===== src/rtl/control_pkg.sv =====
// Shared encodings for the accumulator CPU control unit: opcodes, FSM states and datapath selects.
package control_pkg;

  localparam int OPCODE_WIDTH = 5;

  typedef enum logic [OPCODE_WIDTH-1:0] {
    OP_HLT  = 5'd0,
    OP_STO  = 5'd1,
    OP_LD   = 5'd2,
    OP_LDI  = 5'd3,
    OP_ADD  = 5'd4,
    OP_ADDI = 5'd5,
    OP_SUB  = 5'd6,
    OP_SUBI = 5'd7,
    OP_BEQ  = 5'd8,
    OP_BNE  = 5'd9,
    OP_BGT  = 5'd10,
    OP_BGE  = 5'd11,
    OP_BLT  = 5'd12,
    OP_BLE  = 5'd13,
    OP_JMP  = 5'd14,
    OP_CALL = 5'd15,
    OP_RET  = 5'd16,
    OP_NOP  = 5'd17
  } opcode_e;

  typedef enum logic [1:0] {
    ST_FETCH = 2'd0,
    ST_EXEC  = 2'd1,
    ST_HALT  = 2'd2
  } state_e;

  localparam logic [1:0] SEL_A_MEM = 2'b00;
  localparam logic [1:0] SEL_A_ALU = 2'b01;
  localparam logic [1:0] SEL_A_IMM = 2'b10;

  localparam logic SEL_B_MEM = 1'b0;
  localparam logic SEL_B_IMM = 1'b1;

  localparam logic ALU_ADD = 1'b0;
  localparam logic ALU_SUB = 1'b1;

endpackage


===== src/rtl/return_stack.sv =====
// Return-address LIFO for CALL/RET; only the pointer is reset, entries hold whatever was last pushed.
module return_stack #(
  parameter int DEPTH = 8,
  parameter int WIDTH = 11
) (
  input  logic             clock_in,
  input  logic             reset_in,
  input  logic             push_i,
  input  logic             pop_i,
  input  logic [WIDTH-1:0] data_i,
  output logic [WIDTH-1:0] top_o,
  output logic             full_o,
  output logic             empty_o
);

  localparam int SPW = $clog2(DEPTH + 1);
  localparam int AW  = (DEPTH > 1) ? $clog2(DEPTH) : 1;

  logic [WIDTH-1:0] mem_q [DEPTH];
  logic [SPW-1:0]   sp_q;
  logic [SPW-1:0]   sp_d;
  logic [SPW-1:0]   top_idx;

  assign full_o  = (sp_q == SPW'(DEPTH));
  assign empty_o = (sp_q == '0);
  assign top_idx = sp_q - SPW'(1);
  assign top_o   = mem_q[top_idx[AW-1:0]];

  always_comb begin
    sp_d = sp_q;
    if (push_i && !full_o) begin
      sp_d = sp_q + SPW'(1);
    end else if (pop_i && !empty_o) begin
      sp_d = sp_q - SPW'(1);
    end
  end

  always_ff @(posedge clock_in or posedge reset_in) begin
    if (reset_in) begin
      sp_q <= '0;
    end else begin
      sp_q <= sp_d;
    end
  end

  always_ff @(posedge clock_in) begin
    if (push_i && !full_o) begin
      mem_q[sp_q[AW-1:0]] <= data_i;
    end
  end

endmodule


===== src/rtl/control_stack_fsm.sv =====
// Multi-cycle FETCH/EXEC controller for the accumulator CPU with a hardware return-address stack.
// state | meaning:  FETCH wait for instr_valid_in, load IR, PC+1 | EXEC one-cycle decode/strobes | HALT frozen until reset
module control_stack_fsm
  import control_pkg::*;
#(
  parameter int OPERAND_WIDTH     = 11,
  parameter int INSTRUCTION_WIDTH = 16,
  parameter int STACK_DEPTH       = 8
) (
  input  logic                         clock_in,
  input  logic                         reset_in,
  input  logic [INSTRUCTION_WIDTH-1:0] instruction_in,
  input  logic                         instr_valid_in,
  input  logic                         status_Z_in,
  input  logic                         status_N_in,
  output logic [OPERAND_WIDTH-1:0]     instruction_address_out,
  output logic                         instr_req_out,
  output logic [OPERAND_WIDTH-1:0]     operand_out,
  output logic [1:0]                   sel_A_out,
  output logic                         sel_B_out,
  output logic                         alu_op_out,
  output logic                         data_memory_wr_out,
  output logic                         acc_wr_out,
  output logic                         status_wr_out,
  output logic                         acc_reset_out,
  output logic                         status_reset_out,
  output logic                         halted_out,
  output logic                         stack_overflow_out,
  output logic                         stack_underflow_out,
  output logic                         illegal_op_out
);

  state_e                         state_q, state_d;
  logic [OPERAND_WIDTH-1:0]       pc_q, pc_d;
  logic [INSTRUCTION_WIDTH-1:0]   ir_q, ir_d;
  logic                           ovf_q, ovf_d;
  logic                           unf_q, unf_d;
  logic                           ill_q, ill_d;

  logic [OPCODE_WIDTH-1:0]        opcode;
  logic [OPERAND_WIDTH-1:0]       operand;
  logic                           taken;
  logic                           push, pop;
  logic                           stack_full, stack_empty;
  logic [OPERAND_WIDTH-1:0]       stack_top;

  assign opcode  = ir_q[INSTRUCTION_WIDTH-1 -: OPCODE_WIDTH];
  assign operand = ir_q[OPERAND_WIDTH-1:0];

  assign instruction_address_out = pc_q;
  assign operand_out             = operand;
  assign acc_reset_out           = reset_in;
  assign status_reset_out        = reset_in;
  assign stack_overflow_out      = ovf_q;
  assign stack_underflow_out     = unf_q;
  assign illegal_op_out          = ill_q;

  // pc_q is already the return address when a CALL executes
  return_stack #(
    .DEPTH (STACK_DEPTH),
    .WIDTH (OPERAND_WIDTH)
  ) u_return_stack (
    .clock_in (clock_in),
    .reset_in (reset_in),
    .push_i   (push),
    .pop_i    (pop),
    .data_i   (pc_q),
    .top_o    (stack_top),
    .full_o   (stack_full),
    .empty_o  (stack_empty)
  );

  always_comb begin
    taken = 1'b0;
    case (opcode)
      OP_BEQ:  taken = status_Z_in;
      OP_BNE:  taken = !status_Z_in;
      OP_BGT:  taken = !status_Z_in && !status_N_in;
      OP_BGE:  taken = !status_N_in;
      OP_BLT:  taken = status_N_in;
      OP_BLE:  taken = status_Z_in || status_N_in;
      OP_JMP:  taken = 1'b1;
      default: taken = 1'b0;
    endcase
  end

  always_comb begin
    state_d            = state_q;
    pc_d               = pc_q;
    ir_d               = ir_q;
    ovf_d              = ovf_q;
    unf_d              = unf_q;
    ill_d              = ill_q;
    push               = 1'b0;
    pop                = 1'b0;
    instr_req_out      = 1'b0;
    sel_A_out          = SEL_A_MEM;
    sel_B_out          = SEL_B_MEM;
    alu_op_out         = ALU_ADD;
    data_memory_wr_out = 1'b0;
    acc_wr_out         = 1'b0;
    status_wr_out      = 1'b0;
    halted_out         = 1'b0;

    case (state_q)
      ST_FETCH: begin
        // request is masked while reset is held so it drops with the reset edge
        instr_req_out = !reset_in;
        if (instr_valid_in) begin
          ir_d    = instruction_in;
          pc_d    = pc_q + OPERAND_WIDTH'(1);
          state_d = ST_EXEC;
        end
      end

      ST_EXEC: begin
        state_d = ST_FETCH;
        case (opcode)
          OP_HLT: state_d = ST_HALT;
          OP_STO: data_memory_wr_out = 1'b1;
          OP_LD: begin
            sel_A_out     = SEL_A_MEM;
            acc_wr_out    = 1'b1;
            status_wr_out = 1'b1;
          end
          OP_LDI: begin
            sel_A_out     = SEL_A_IMM;
            acc_wr_out    = 1'b1;
            status_wr_out = 1'b1;
          end
          OP_ADD, OP_ADDI, OP_SUB, OP_SUBI: begin
            sel_A_out     = SEL_A_ALU;
            sel_B_out     = (opcode == OP_ADDI || opcode == OP_SUBI) ? SEL_B_IMM : SEL_B_MEM;
            alu_op_out    = (opcode == OP_SUB || opcode == OP_SUBI) ? ALU_SUB : ALU_ADD;
            acc_wr_out    = 1'b1;
            status_wr_out = 1'b1;
          end
          OP_BEQ, OP_BNE, OP_BGT, OP_BGE, OP_BLT, OP_BLE, OP_JMP: begin
            if (taken) begin
              pc_d = operand;
            end
          end
          OP_CALL: begin
            if (stack_full) begin
              ovf_d   = 1'b1;
              state_d = ST_HALT;
            end else begin
              push = 1'b1;
              pc_d = operand;
            end
          end
          OP_RET: begin
            if (stack_empty) begin
              unf_d   = 1'b1;
              state_d = ST_HALT;
            end else begin
              pop  = 1'b1;
              pc_d = stack_top;
            end
          end
          OP_NOP: ;
          default: begin
            ill_d   = 1'b1;
            state_d = ST_HALT;
          end
        endcase
      end

      ST_HALT: halted_out = 1'b1;

      default: state_d = ST_FETCH;
    endcase
  end

  always_ff @(posedge clock_in or posedge reset_in) begin
    if (reset_in) begin
      state_q <= ST_FETCH;
      pc_q    <= '0;
      ir_q    <= '0;
      ovf_q   <= 1'b0;
      unf_q   <= 1'b0;
      ill_q   <= 1'b0;
    end else begin
      state_q <= state_d;
      pc_q    <= pc_d;
      ir_q    <= ir_d;
      ovf_q   <= ovf_d;
      unf_q   <= unf_d;
      ill_q   <= ill_d;
    end
  end

endmodule


===== config.mk =====
export PLATFORM = sky130hd
export DESIGN_NAME = control_stack_fsm
export DESIGN_NICKNAME = d
export VERILOG_FILES = /design/src/rtl/control_pkg.sv /design/src/rtl/return_stack.sv /design/src/rtl/control_stack_fsm.sv
export SDC_FILE = /design/constraint.sdc
export NUM_CORES = 1
export LEC_CHECK = 0
export CAP_MARGIN = 40
export CORE_ASPECT_RATIO = 0.7
export CORE_UTILIZATION = 30
export CTS_CLUSTER_SIZE = 10
export DETAILED_ROUTE_END_ITERATION = 8
export PLACE_DENSITY = 0.49
export SYNTH_ARGS = -nofsm -noshare
export SYNTH_HDL_FRONTEND = slang
export SYNTH_SLANG_ARGS = --single-unit

===== constraint.sdc =====
create_clock -name clock_in -period 3.4 [get_ports clock_in]
set_input_delay 0.51 -clock clock_in [delete_from_list [all_inputs] [get_ports clock_in]]
set_output_delay 0.51 -clock clock_in [all_outputs]
set_load 0.005 [all_outputs]

* After elaboration in Yosys (flattened, before gate mapping)
Memory sizes are Yosys's and may differ from the RTL's.
Cells that the tools add are included.
** Storage, ports and cells
- Bits in registers :: 36
- RAM bits :: 88
- Input bits :: 21
- Output and inout port bits :: 36
- Memories kept :: 1
** Cells by class
- $add $sub $neg :: 3
- Eq/ne operators :: 25
- Muxes and demuxes :: 36
- Bitwise operators :: 2
- Reductions and logical operators :: 27
** Memories
- u_return_stack.mem_q :: words 8, bits a word 11, rd ports 1, clocked after Yosys merged registers in 0, wr ports 1, RTL line return_stack.sv:19 : logic [WIDTH-1:0] mem_q [DEPTH];
** Operators with widths (number)
- 11-bit two-way mux :: 4
- 5-bit by 4-bit == test with 1-bit output (second input constant) :: 8
- 11-bit one-hot mux with 3 select lines :: 1
- 11-bit one-hot mux with 2 select lines :: 1
- 5-bit by 3-bit == test with 1-bit output (second input constant) :: 4
- 1-bit two-way mux :: 20
- 18-bit OR reduction :: 1
- 15-bit OR reduction :: 1
- 2-bit one-hot mux with 3 select lines :: 2
- 11-bit by 1-bit adder with 11-bit output (second input constant) :: 1
- 5-bit by 2-bit == test with 1-bit output (second input constant) :: 2
- 5-bit == test (second input constant) :: 2
- 3-bit != test (second input constant) :: 3
- 2-bit two-way mux :: 4
- 4-bit two-way mux :: 2
- 1-bit one-hot mux with 7 select lines :: 1
- 7-bit OR reduction :: 1
- 2-bit AND reduction :: 3
- 3-bit AND reduction :: 2
- 6-bit AND reduction :: 1
- 6-bit OR reduction :: 1
- 5-bit by 1-bit == test with 1-bit output (second input constant) :: 1
- 1-bit logical NOT :: 5
- 5-bit logical NOT :: 1
- other kinds (15) :: 21

* Depth between registers and ports, before layout
- Word-level depth :: 7
- Depth in mapped cells :: 10

* Modules after synthesis
Synthesis repeated with hierarchy kept, for this count alone.
** Second synthesis, totals
- Cell total of the unflattened synthesis :: 383
- Area total of the unflattened synthesis :: 5654.2 µm²
** By module, submodules not included
- return_stack :: times used 1, cells an instance 184, area an instance 3728.6 µm², sequential area each 2742.6 µm²
- control_stack_fsm :: times used 1, cells an instance 199, area an instance 1925.6 µm², sequential area each 800.8 µm²

* Least setup slack after synthesis
Ideal clock, no wire load.
- Kind :: reg-to-reg
- Start :: register u_return_stack.sp_q[0]
- End :: memory u_return_stack.mem_q[0][0] (enable)
- Setup time :: 0.408 ns
- Data arrival time :: 2.895 ns
- Path slack :: 0.097 ns
- Stages on the path, launching flop included :: 9
- Path through :: dfrtp_1 > buf_2 > clkbuf_1 > inv_1 > ha_1 > nor2b_1 > nand2_1 > nand2_1 > nor4_1
** On the way
- Word-level cells in the longest chain between the ends :: 7
- Elaborated cells between the ends (all ways) :: 8
- Classes of those cells :: eq/ne: 1; mux: 5; reduce/logical: 2
** RTL lines
- start, declared :: RTL line return_stack.sv:20 : logic [SPW-1:0] sp_q;
- start signal, assigned :: RTL line return_stack.sv:42 : sp_q <= sp_d;
- 4-bit == test :: RTL line return_stack.sv:24 : assign full_o = (sp_q == SPW'(DEPTH));
- 1-bit two-way mux :: RTL line control_stack_fsm.sv:144 : if (stack_full) begin
- 1-bit two-way mux :: RTL line control_stack_fsm.sv:118 : case (opcode)
- 1-bit two-way mux :: RTL line control_stack_fsm.sv:105 : case (state_q)
- 1-bit logical AND :: RTL line return_stack.sv:47 : if (push_i && !full_o) begin
- 1-bit two-way mux :: RTL line return_stack.sv:47
- 1-bit two-way mux (implied by the code) :: RTL line return_stack.sv:48 : mem_q[sp_q[AW-1:0]] <= data_i;
- end, declared :: RTL line return_stack.sv:19
Several ways; a longest one is shown, not always the timed one.

* Worst setup path in the final report
- Start :: register state_q[1]
- End :: output port sel_A_out[1]
** On the way
- Word-level cells in the longest chain between the ends :: 2
** RTL lines
- start, declared :: RTL line control_stack_fsm.sv:33 : state_e state_q, state_d;
- start signal, assigned :: RTL line control_stack_fsm.sv:184 : state_q <= state_d;
- 2-bit by 1-bit == test with 1-bit output :: RTL line control_stack_fsm.sv:105
- 2-bit two-way mux :: RTL line control_stack_fsm.sv:105
- end, declared :: RTL line control_stack_fsm.sv:19 : output logic [1:0] sel_A_out,
Every way passes these cells.

==> metrics.yaml <==
skew_ps: 11.6
clock_latency_ps: 410
dieWidth_um: 164
top_level_ports: 57
fin_nets: 444
slew_viol_final: 0
cts_resized: 0
cts-root-buf: "clkbuf_16"
seqCellArea_sq_um: 3540
htree_num_levels: 4
hold_buffers: 0
cts_tree: "done"
clkSinkCount: 124
fin_crit_ps: 2840
critical_path.max_fanout: 6
start_util_pct: 30.6
ant_nets: 0
yosysWarningCount: 0
rsz0062_at_grt: "false"
hpwl_um: 9020
drt-initial-drc-count: 292
setup_viol: 0
synth_area_leaders: "edfxtp_1, dfrtp_1, mux4_2"
grt_pass1_wl_um: 20400
timing.rr.end: "instruction_address_out[1]"
wire_per_inst_um: 20.2
reg2reg_slack_ps: 560
cts_buffer_depth: 2
synth_cell_types: 57
drive_gt1_share_pct: 24.2
routabilityCongestion: 0.777
antenna_found_initial: 0
n_fill_cell: 1653
hold_viol: 0
hold_class: "flop to flop"
vias_per_cell: 5.00
synthTopCellsByCount: "edfxtp_1, dfrtp_1, mux2_2, mux4_2, nand2_1"
layout.cells.non_filler: 669
ys_async_sr_fraction_pct: 29.0
grt_overflow: 0
cap_violations: 0
placed_cells: 637
min_path_cells: 1
synth_fp_nets: 385
vias: 3342
netlist_instances: 361
postCtsSetupRepairBufs: 0
drc_errors: 0
cts_made_buffers: 17
netlist.area_leader.share_pct: 47.9
syn_to_final_growth_pct: 26.4
arrival_ps: 2330
rows: 41
syn_area_sq_um: 5510
core_area_sq_um: 18000
p_per_area_nw_per_um2: 907
status: "completed"
timing.rr.start: "ir_q[12]"
start_kind: "flop"
leakage_nw: 2.43
die_y_um: 115
first_global_vias: 3354
synth_top_area_cell: "edfxtp_1"
synth.most_common_cell: "edfxtp_1"
track_usage_pct: 15.2
tns_ps: 0
portBuffers: 56
first_pass_iters: 5
drt_wl_total_um: 13500
synth_edf_count: 88
max_slew_margin_pct: 49.6
worst_pin_slew_ps: 752
finalCritPeriodShare_pct: 83.6
worstSetupPathType: "flop to output port"
antennaDiodeCount: 0
cts.clk_slew.worst_paths_ps: 50
required_ps: 2890
yosys_most_used_dff: "edfxtp_1"
multi_input_comb_area_sq_um: 1790
dieArea_sq_um: 18900
synth_area_per_cell_sq_um: 15.3
r2r_cells: 6
whs_endpoint: "stack_underflow_out"
max-vdd-ir-drop_mv: 0.369
fmax_mhz: 352
hold_path.startpoint: "stack_underflow_out"
grt_max_degree: 37
seq_area_frac_synth_pct: 64.3
end_kind: "output port"
ys_ff_latch: 124
==> layout make-up <==
class	count	area share, %
multi-input cells	196	25.7
inverters	6	0.323
well taps	236	4.24
flip-flops and latches	124	50.9
clock buffers	28	8.05
clock inverters	4	0.701
repair buffers	75	10.1
==> stage by stage <==
step,area (sq um),setup slack (ps),util [%],hold WS (ps),power (mW)
2_1_floorplan,5510,97.1,-,451,3.72
3_5_place_dp,6360,602,35.3,445,4.54
3_3_place_gp,6360,627,35.3,452,4.52
6_report,6970,556,38.7,467,6.32
5_1_grt,6970,403,38.7,491,6.67
4_1_cts,6970,560,38.7,471,6.38
==> routing by layer <==
| layer | share of wire [%] | GRT usage, % | up-vias |
|---|---|---|---|
| met5 | 0 | 0 | - |
| met4 | 0.82 | 5.43 | 0 |
| met3 | 7.1 | 4.18 | 8 |
| met2 | 42 | 19.5 | 100 |
| met1 | 50 | 23.9 | 1697 |
| li1 | - | - | 1537 |
==> layout by cell type, fill, tap and decap left out, types with 6 or more instances in the layout <==
master	Yosys	layout
a21oi_1	7	7
and3_1	6	6
buf_4	14	19
clkbuf_16	0	20
clkdlybuf4s50_1	0	56
dfrtp_1	36	35
edfxtp_1	88	88
inv_1	6	6
mux2_2	22	22
mux4_2	22	22
nand2_1	16	16
nor2_1	12	12
o21ai_0	14	14
o31ai_1	7	7
==> registers in the layout (all words and copies together), names as in the netlist <==
name,flops
stack_underflow_out,1
illegal_op_out,1
u_return_stack.sp_q,4
instruction_address_out,11
u_return_stack.mem_q,88
stack_overflow_out,1
ir_q,16
state_q,2
==> report_power, final <==
| group | leakage, nW | total [mW] | internal [mW] | switching [mW] |
|---|---|---|---|---|
| sequential | 1.24 | 2.43 | 1.97 | 0.455 |
| clock | 0.300 | 1.83 | 1.20 | 0.629 |
| combinational | 0.898 | 2.07 | 1.11 | 0.962 |
==> kinds of logic after synthesis <==
| group | share of synthesized area (%) |
|---|---|
| flip-flops | 64.3 |
| XOR/XNOR | 0.636 |
| buffers and inverters | 3.97 |
| multiplexers | 14.2 |
| AO/OA/AOI/OAI | 8.10 |
| adder cells (fa/ha/maj) | 0.681 |
| AND/OR/NAND/NOR | 8.10 |
==> worst max path at each step <==
stage	startpoint	endpoint	cells past startpoint
floorplan	u_return_stack.sp_q[0]	u_return_stack.mem_q[0][0]	8
global placement	status_Z_in	instruction_address_out[1]	6
detailed placement	status_Z_in	instruction_address_out[1]	6
CTS	state_q[1]	sel_A_out[1]	4
global route	state_q[1]	sel_A_out[1]	4
finish	state_q[1]	sel_A_out[1]	4
==> critical path, stage by stage, from the launching register on <==
cell and delay (ps):
dfrtp_1 440, nand2b_1 340, nor3_1 410, and4b_1 260
clkdlybuf4s50_1 490
Power figures use the tool's default switching activity.
